## src/rtl/lap_record_queue_if.sv

```systemverilog
// ---------------------------------------------------------------------------
// lap_record_queue_if
//   Bundles the lap-record producer side (push/record_in/clear), the LCD
//   bridge handshake (insert_out/record_out/lcd_busy) and the queue status
//   outputs of lap_record_queue.
//
//   master : drives push, record_in, clear, lcd_busy; observes the rest
//   slave  : the queue itself (lap_record_queue)
// ---------------------------------------------------------------------------
interface lap_record_queue_if #(
    parameter int DATA_WIDTH = 32,
    parameter int ADDR_WIDTH = 2
);
    logic                  push;
    logic [DATA_WIDTH-1:0] record_in;
    logic                  clear;
    logic                  lcd_busy;
    logic                  insert_out;
    logic [DATA_WIDTH-1:0] record_out;
    logic [ADDR_WIDTH:0]   count;
    logic                  empty;
    logic                  full;
    logic                  overflow;
    logic [7:0]            dropped;

    modport master (
        output push, record_in, clear, lcd_busy,
        input  insert_out, record_out, count, empty, full, overflow, dropped
    );

    modport slave (
        input  push, record_in, clear, lcd_busy,
        output insert_out, record_out, count, empty, full, overflow, dropped
    );
endinterface

```

## src/rtl/lap_record_queue.sv

```systemverilog
// ---------------------------------------------------------------------------
// lap_record_queue
//   Small FIFO of packed BCD lap records sitting between the key FSM / timer
//   and the LCD bridge. Each record is handed to the bridge with a one-cycle
//   insert strobe, then the queue waits for the bridge busy flag to rise and
//   fall (or for a rise timeout) before offering the next record.
//
//   Ports:
//     clock    : system clock, rising edge
//     reset_n  : asynchronous active-low reset
//     bus      : lap_record_queue_if.slave
//                  push/record_in  - one-cycle record capture strobe
//                  clear           - synchronous flush of contents/status
//                  lcd_busy        - busy flag from the LCD bridge
//                  insert_out      - one-cycle insert strobe to the bridge
//                  record_out      - record presented with insert_out
//                  count/empty/full- occupancy
//                  overflow        - sticky: a push was dropped
//                  dropped         - saturating dropped-push counter
// ---------------------------------------------------------------------------
module lap_record_queue #(
    parameter int DATA_WIDTH = 32,
    parameter int DEPTH      = 4,
    parameter int ADDR_WIDTH = 2,
    parameter int BUSY_WAIT  = 4
) (
    input  logic                clock,
    input  logic                reset_n,
    lap_record_queue_if.slave   bus
);
    localparam int CW = ADDR_WIDTH + 1;
    localparam int TW = $clog2(BUSY_WAIT + 1);

    typedef enum logic [1:0] {
        IDLE,
        ISSUE,
        WAIT_HI,
        WAIT_LO
    } state_t;

    state_t                state;
    logic [TW-1:0]         timer;
    logic [ADDR_WIDTH-1:0] wr_ptr;
    logic [ADDR_WIDTH-1:0] rd_ptr;
    logic [CW-1:0]         count_q;
    logic                  overflow_q;
    logic [7:0]            dropped_q;
    logic                  insert_q;
    logic [DATA_WIDTH-1:0] record_q;
    logic [DATA_WIDTH-1:0] mem [DEPTH];

    logic full_w;
    logic pop;
    logic push_ok;
    logic push_drop;

    assign full_w = (count_q == CW'(DEPTH));

    // A clear in IDLE suppresses the pop: the queue is being flushed.
    assign pop       = (state == IDLE) && (count_q != '0) && !bus.lcd_busy && !bus.clear;
    // A full queue still accepts a push when the head leaves on the same edge.
    assign push_ok   = bus.push && !bus.clear && (!full_w || pop);
    assign push_drop = bus.push && !bus.clear && full_w && !pop;

    // NOTE: the storage array has no reset; only pointers/count define validity,
    // so resetting it would just add reset fan-out for no functional benefit.
    always_ff @(posedge clock) begin
        if (push_ok) begin
            mem[wr_ptr] <= bus.record_in;
        end
    end

    // Pointers, occupancy and drop status.
    always_ff @(posedge clock or negedge reset_n) begin
        if (!reset_n) begin
            wr_ptr     <= '0;
            rd_ptr     <= '0;
            count_q    <= '0;
            overflow_q <= 1'b0;
            dropped_q  <= '0;
        end else if (bus.clear) begin
            wr_ptr     <= '0;
            rd_ptr     <= '0;
            count_q    <= '0;
            overflow_q <= 1'b0;
            dropped_q  <= '0;
        end else begin
            if (push_ok) begin
                wr_ptr <= wr_ptr + ADDR_WIDTH'(1);
            end
            if (pop) begin
                rd_ptr <= rd_ptr + ADDR_WIDTH'(1);
            end
            case ({push_ok, pop})
                2'b10:   count_q <= count_q + CW'(1);
                2'b01:   count_q <= count_q - CW'(1);
                default: count_q <= count_q;
            endcase
            if (push_drop) begin
                overflow_q <= 1'b1;
                if (dropped_q != 8'hFF) begin
                    dropped_q <= dropped_q + 8'd1;
                end
            end
        end
    end

    // Handshake FSM with registered insert strobe and record.
    always_ff @(posedge clock or negedge reset_n) begin
        if (!reset_n) begin
            state    <= IDLE;
            timer    <= '0;
            insert_q <= 1'b0;
            record_q <= '0;
        end else begin
            // NOTE: default low each cycle so the strobe is exactly one cycle
            // wide without a separate clearing branch in every state.
            insert_q <= 1'b0;
            case (state)
                IDLE: begin
                    if (pop) begin
                        record_q <= mem[rd_ptr];
                        insert_q <= 1'b1;
                        state    <= ISSUE;
                    end
                end
                ISSUE: begin
                    // The pulse of this cycle stands; a clear only skips the wait.
                    if (bus.clear) begin
                        state <= IDLE;
                    end else begin
                        state <= WAIT_HI;
                        timer <= TW'(BUSY_WAIT);
                    end
                end
                WAIT_HI: begin
                    if (bus.lcd_busy) begin
                        state <= WAIT_LO;
                    end else if (timer <= TW'(1)) begin
                        // Bridge never signalled busy: treat insert as accepted.
                        state <= IDLE;
                    end else begin
                        timer <= timer - TW'(1);
                    end
                end
                WAIT_LO: begin
                    if (!bus.lcd_busy) begin
                        state <= IDLE;
                    end
                end
                default: state <= IDLE;
            endcase
        end
    end

    assign bus.insert_out = insert_q;
    assign bus.record_out = record_q;
    assign bus.count      = count_q;
    assign bus.empty      = (count_q == '0);
    assign bus.full       = full_w;
    assign bus.overflow   = overflow_q;
    assign bus.dropped    = dropped_q;
endmodule
```

## src/flat_wrapper.sv

```systemverilog
// flat-port wrapper written by rule: the top's interface ports become plain ports
module lap_record_queue_flat 
#(
    parameter int DATA_WIDTH = 32,
    parameter int DEPTH      = 4,
    parameter int ADDR_WIDTH = 2,
    parameter int BUSY_WAIT  = 4
)
  (clock, reset_n, bus_push, bus_record_in, bus_clear, bus_lcd_busy, bus_insert_out, bus_record_out, bus_count, bus_empty, bus_full, bus_overflow, bus_dropped);
  lap_record_queue_if #(.DATA_WIDTH(DATA_WIDTH), .ADDR_WIDTH(ADDR_WIDTH)) bus_i ();
  input  logic clock;
  input  logic reset_n;
  input wire logic [$bits(bus_i.push)-1:0] bus_push;
  input wire logic [$bits(bus_i.record_in)-1:0] bus_record_in;
  input wire logic [$bits(bus_i.clear)-1:0] bus_clear;
  input wire logic [$bits(bus_i.lcd_busy)-1:0] bus_lcd_busy;
  output wire logic [$bits(bus_i.insert_out)-1:0] bus_insert_out;
  output wire logic [$bits(bus_i.record_out)-1:0] bus_record_out;
  output wire logic [$bits(bus_i.count)-1:0] bus_count;
  output wire logic [$bits(bus_i.empty)-1:0] bus_empty;
  output wire logic [$bits(bus_i.full)-1:0] bus_full;
  output wire logic [$bits(bus_i.overflow)-1:0] bus_overflow;
  output wire logic [$bits(bus_i.dropped)-1:0] bus_dropped;
  assign bus_i.push = bus_push;
  assign bus_i.record_in = bus_record_in;
  assign bus_i.clear = bus_clear;
  assign bus_i.lcd_busy = bus_lcd_busy;
  assign bus_insert_out = bus_i.insert_out;
  assign bus_record_out = bus_i.record_out;
  assign bus_count = bus_i.count;
  assign bus_empty = bus_i.empty;
  assign bus_full = bus_i.full;
  assign bus_overflow = bus_i.overflow;
  assign bus_dropped = bus_i.dropped;
  lap_record_queue #(.DATA_WIDTH(DATA_WIDTH), .DEPTH(DEPTH), .ADDR_WIDTH(ADDR_WIDTH), .BUSY_WAIT(BUSY_WAIT)) u_core (.clock(clock), .reset_n(reset_n), .bus(bus_i));
endmodule
```

## config.mk

```make
export PLATFORM = sky130hd
export DESIGN_NAME = lap_record_queue_flat
export DESIGN_NICKNAME = d
export VERILOG_FILES = /design/src/rtl/lap_record_queue_if.sv /design/src/rtl/lap_record_queue.sv /design/src/flat_wrapper.sv
export SDC_FILE = /design/constraint.sdc
export NUM_CORES = 1
export LEC_CHECK = 0
export ABC_AREA = 0
export BUFFER_PORTS_ARGS = -buffer_cell sky130_fd_sc_hd__buf_2
export CAP_MARGIN = 10
export CORE_MARGIN = 10
export CORE_UTILIZATION = 40
export DETAILED_ROUTE_END_ITERATION = 10
export GPL_TIMING_DRIVEN = 0
export MAX_ROUTING_LAYER = met4
export REMOVE_ABC_BUFFERS = 1
export SLEW_MARGIN = 10
export SYNTH_ARGS = -nofsm -noshare
export SYNTH_HDL_FRONTEND = slang
export SYNTH_SLANG_ARGS = --single-unit
```

## constraint.sdc

```tcl
create_clock -name clock -period 6.8 [get_ports clock]
set_input_delay 1.02 -clock clock [delete_from_list [all_inputs] [get_ports clock]]
set_output_delay 1.02 -clock clock [all_outputs]
set_load 0.1 [all_outputs]
```

Word-level counts from Yosys, hierarchy flattened
Memory sizes are Yosys's and may differ from the RTL's. A register that Yosys moved wholly into a read port is not among the register bits.
Index checks and enable logic that the tools add are counted.
Operators by class
  $add $sub $neg: 6
  order comparisons: 1
  eq/ne operators: 13
  muxes and demuxes: 25
  reduce and logical (&&, ||, !) cells: 26
Operators by type and width (count)
  two-way mux 8 bit: 3
  two-way mux 2 bit: 9
  two-way mux 3 bit: 4
  one-hot mux 3 bit (2 select lines): 2
  nonzero test 2 bit: 5
  adder 8 x 1 -> 8 bit (second input constant): 1
  inequality test 2 bit (second input constant): 4
  inequality test 8 bit (second input constant): 1
  one-hot mux 2 bit (4 select lines): 1
  logical AND 1 bit: 7
  == test 2 bit (second input constant): 3
  two-way mux 1 bit: 6
  nonzero test 3 bit: 2
  subtractor 3 x 1 -> 3 bit (second input constant): 2
  logical NOT 1 bit: 5
  adder 2 x 1 -> 2 bit (second input constant): 2
  == test 2 x 1 -> 1 bit (second input constant): 2
  AND reduction 2 bit: 2
  AND reduction 4 bit: 1
  adder 3 x 1 -> 3 bit (second input constant): 1
  == test 3 bit (second input constant): 1
  less-or-equal comparator 3 x 1 -> 1 bit (second input constant): 1
  logical NOT 3 bit: 1
  inequality test 3 x 2 -> 1 bit (second input constant): 1
  other kinds (4): 4
Word-level totals
  flip-flop bits (word level): 22
  bits in writable memories: 128
  logic and storage cells: 80
  memories: 1
Memory list
  u_core.mem: words 4, width 32, read ports 1, clocked after Yosys merged registers in 1, write ports 1, RTL line lap_record_queue.sv:50  | logic [DATA_WIDTH-1:0] mem [DEPTH];

Logic depth before layout (Yosys ltp)
  depth in word-level cells: 9
  depth in mapped cells: 8
  depth with buffers taken out: 8

Worst setup path after synthesis
OpenSTA, ideal clock, no wires.
  path type: reg-to-reg
  start point: register u_core.count_q[2] (netlist: u_core.bus.count[2])
  end point: memory u_core.mem[0][0] (enable)
  library setup time: 0.404 ns
  data arrival time: 2.930 ns
  required time: 6.396 ns
  path slack: 3.466 ns
  cell stages (with the launch flop): 4
  path buffers: 0
  period minus slack after synthesis: 3.334 ns
  cells stage by stage: dfrtp_1 > nor3b_4 > a211oi_2 > and2_1
Between the ends
  elaborated cells on any way between the ends: 10
  those cells by class: eq/ne: 1; mux: 2; reduce/logical: 7
RTL lines
  start: declaration: RTL line lap_record_queue.sv:45  | logic [CW-1:0] count_q;
  start signal: assignment: RTL line lap_record_queue.sv:95  | 2'b10: count_q <= count_q + CW'(1);
  start signal: assignment: RTL line lap_record_queue.sv:96  | 2'b01: count_q <= count_q - CW'(1);
  start signal: assignment: RTL line lap_record_queue.sv:97  | default: count_q <= count_q;
  == test 3 bit: RTL line lap_record_queue.sv:57  | assign full_w = (count_q == CW'(DEPTH));
  named net bus_full: RTL line flat_wrapper.sv:21  | output wire logic [$bits(bus_i.full)-1:0] bus_full;
  logical NOT 1 bit: RTL line lap_record_queue.sv:62  | assign push_ok = bus.push && !bus.clear && (!full_w || pop);
  logical OR 1 bit: RTL line lap_record_queue.sv:62
  logical AND 1 bit: RTL line lap_record_queue.sv:62
  two-way mux 1 bit: RTL line lap_record_queue.sv:68  | if (push_ok) begin
  two-way mux 1 bit (not written as such): RTL line lap_record_queue.sv:69  | mem[wr_ptr] <= bus.record_in;
  end: declaration: RTL line lap_record_queue.sv:50
The timed path passes the listed nets, and every way through them passes these cells.

Worst setup path in the final report
  start point: register u_core.count_q[0] (netlist: u_core.bus.count[0])
  end point: output bus_empty
Between the ends
  word-level cells in the longest chain between the ends: 1
Ends and longest elaborated chain
  logical NOT 3 bit: RTL line lap_record_queue.sv:159  | assign bus.empty = (count_q == '0);
  end: declaration: RTL line flat_wrapper.sv:20  | output wire logic [$bits(bus_i.empty)-1:0] bus_empty;
Every way passes these cells.

==> flow_metrics.tcl <==
set metrics [dict create \
    required_ns 5.78 \
    start_util_pct 40.9 \
    clk_latency_ns 0.42 \
    drive_gt1_share_pct 41.4 \
    p_leak_nw 3.11 \
    cap_violations 0 \
    startpoint_type "flop" \
    synth_top_family_by_area "multiplexers" \
    rsz0062_at_grt "false" \
    synthSimpleGateAreaFrac_pct 3.91 \
    drc 0 \
    max_freq_mhz 338 \
    hold_buffers 0 \
    die-area_sq_um 23400 \
    use_met2_pct 19.4 \
    area_delta_synth_final_pct 19.4 \
    yosysWarnings 0 \
    clk_pin_slew_ns 0.07 \
    track_usage_pct 12.5 \
    routabilityCongestion 0.713 \
    synthCells 366 \
    p_sw_mw 1.55 \
    worst_pin_slew_ns 0.775 \
    yosysSeqAreaShare_pct 73.4 \
    use_met1_pct 15.1 \
    cts.sinks 182 \
    worstPathArrival_ns 1.94 \
    synthMuxAreaShare_pct 16.1 \
    yosysUniqueCellTypes 45 \
    overflow 0 \
    finalCritPeriodShare_pct 43.5 \
    port_buffers 83 \
    synth_seq_cells 182 \
    status "finished clean" \
    drt-total-wl_mm 13.7 \
    die_x_microns 153 \
    endpoint_kind "output pin" \
    cts_buffers 17 \
    yosys.area.top_type "edfxtp_1" \
    finalPower_mw 3.76 \
    drtAntennaViolNets 0 \
    dp_slack_ns 3.51 \
    skew_ns 0.00782 \
    synth_area_sq_um 7080 \
    use_met3_pct 4.15 \
    pin_count 84 \
    worstPathMaxFanout 8 \
    postPlaceCellArea_sq_um 7860 \
    finalSetupViolCount 0 \
    nNetsFinal 505 \
    peakVddDrop_v 0.000342 \
    wl_per_cell_microns 19.5 \
    rows 48 \
    tns_ns 0 \
    yosys.area.top_type_share_pct 54.3 \
    grt_max_degree 55 \
    fillers 1476 \
    busiest_layer "met2" \
    core_area_sq_um 17300 \
    power_per_cell_area_nw_per_um2 445 \
    dpl.hpwl_mm 8.63 \
    synthAdderAreaFrac_pct 1.52 \
    grt_pass1_vias 3932 \
    power_frac_seq_pct 39.5 \
    setup_ws_ns 3.84 \
    root_buffer "clkbuf_16" \
    crit_type "flop to output pin" \
    synth_xor_area_share_pct 0.866 \
    grt_antenna_before_repair 4 \
    p_int_mw 2.21 \
    period_minus_slack_ns 2.96 \
    fin_area_sq_um 8450 \
    final_cells 702 \
    num_vias 3561 \
    viasPerCell 5.07 \
    slew_headroom_pct 48.3 \
    placed_cells 666 \
    synth_compound_area_share_pct 2.67 \
    combPwrFrac_pct 34.6 \
    worstHoldPathType "flop to flop" \
    cts_buffer_depth 2 \
    die_h_microns 153 \
    drt_first_pass_iters 4 \
    cts_tree "done" \
    grt_pass1_wl_mm 22.1 \
    finalHoldViolCount 0 \
    drt-initial-drc-count 206 \
    synth_area_leaders "edfxtp_1 (54%), dfrtp_1 (19%), mux4_2 (10%), mux2_2 (5.1%), ha_1 (1.2%)" \
    p_clk_share_pct 25.9 \
    cts_resized 0 \
    p_sw_share_pct 41.2 \
    slew_viol_final 0 \
    post-cts-setup-buffers 0 \
    clock_tree.htree_level_count 4 \
    syn_avg_cell_area_sq_um 19.3 \
]
-- flip-flops by register name (all words and copies together) (netlist names) --
signal / count
u_core.bus.record_out: 32
u_core.timer: 3
u_core.bus.overflow: 1
u_core.state: 2
u_core.mem: 128
u_core.wr_ptr: 2
u_core.bus.insert_out: 1
u_core.bus.count: 3
u_core.rd_ptr: 2
u_core.bus.dropped: 8
-- routing by layer --
metal	vias to the layer above	routed length, microns
li1	1627	-
met1	1846	6240
met2	79	6620
met3	9	721
met4	0	138
met5	-	0
-- power groups by stage --
stage | clock [mW] | sequential [mW] | combinational [mW]
finish | 0.973 | 1.48 | 1.30
global route | 1.04 | 1.51 | 1.36
CTS | 0.997 | 1.49 | 1.32
detailed placement | 0 | 1.51 | 1.32
global placement | 0 | 1.51 | 1.29
floorplan | 0 | 2.22 | 0.332
-- path summary, 6_finish.rpt --
path	depth (start not counted)	start	slack, ns	to
worst max-delay path	3	u_core.bus.count[0]	3.84	bus_empty
worst min-delay path	1	u_core.timer[2]	0.49	u_core.timer[2]
worst max register to register	5	u_core.state[1]	4.27	u_core.mem[2][25]
worst min register to register	1	u_core.timer[2]	0.49	u_core.timer[2]
max in group asynchronous	1	reset_n	5.53	u_core.rd_ptr[0]
min in group asynchronous	1	reset_n	0.69	u_core.bus.record_out[18]
-- area by class of cell --
type	count	area [sq um]	area share, %
repair buffers	89	553	6.54
clock inverters	14	146	1.73
diodes	4	10.0	0.118
flip-flops and latches	182	5200	61.5
inverters	9	33.8	0.400
well taps	225	282	3.33
clock buffers	18	439	5.20
multi-input cells	161	1790	21.1
-- placed cells by master, fill, tap and decap left out, types with 3 or more instances in the layout --
master / n
mux4_2: 32
dfrtp_1: 52
nor2_1: 16
buf_2: 82
edfxtp_1: 128
a21oi_1: 6
nor3_1: 3
inv_1: 9
o21ai_0: 4
nand3_1: 5
nand2_1: 5
diode_2: 4
ha_1: 7
inv_6: 5
clkbuf_16: 17
mux2_2: 32
xor2_1: 4
buf_12: 4
or3_1: 3
and2_2: 4
xnor2_1: 3
mux2i_1: 5
-- Yosys cell counts --
| library cell | n |
|---|---|
| a22oi_1 | 1 |
| a31oi_1 | 1 |
| nor3_1 | 3 |
| o211ai_1 | 1 |
| or4_1 | 2 |
| a211oi_1 | 2 |
| nor3_4 | 1 |
| or3_1 | 3 |
| inv_1 | 9 |
| a211o_1 | 1 |
| mux2i_1 | 5 |
| nor2_1 | 16 |
| edfxtp_1 | 128 |
| mux4_2 | 32 |
| buf_2 | 5 |
| o21ba_2 | 1 |
| nand2_2 | 1 |
| fa_1 | 1 |
| nand2_1 | 5 |
| nor2_2 | 1 |
| nand4_1 | 2 |
| o31a_1 | 1 |
| a21oi_1 | 6 |
| and2_1 | 5 |
| xnor2_1 | 3 |
| xor2_1 | 4 |
| mux2_2 | 32 |
| ha_1 | 7 |
| nand2b_1 | 1 |
| o21ai_0 | 4 |
| clkbuf_1 | 6 |
| o2111ai_2 | 1 |
| o2111ai_1 | 1 |
| mux2_1 | 1 |
| nor3b_4 | 1 |
| buf_4 | 3 |
| o31ai_1 | 2 |
| dfrtp_1 | 54 |
| nand3_1 | 5 |
| a21o_1 | 2 |
| nor2b_1 | 1 |
| a32oi_1 | 1 |
| a211oi_2 | 1 |
| and3_1 | 2 |
| nand3b_1 | 1 |
-- per-stage QoR --
step / hold slack (ns) / utilization, %
floorplan: 0.444 / -
global placement: 0.461 / 44.5
detailed placement: 0.480 / 45.4
CTS: 0.487 / 48.8
global route: 0.517 / 48.9
finish: 0.491 / 48.9
-- cell families (layout without fill, tap and decap cells) --
logic type	count (synthesis)	after routing
flip-flops	182	182
multiplexers	70	70
AND/OR/NAND/NOR	50	50
AO/OA/AOI/OAI	26	26
buffers and inverters	23	130
adder cells (fa/ha/maj)	8	8
XOR/XNOR	7	7
other	0	4
-- worst max-delay path: stages, from the launching register on --
cell and delay [ns]:
dfrtp_1 0.50, or3_1 0.48, inv_1 0.10, buf_2 0.43
(Power assumes the default switching activity.)
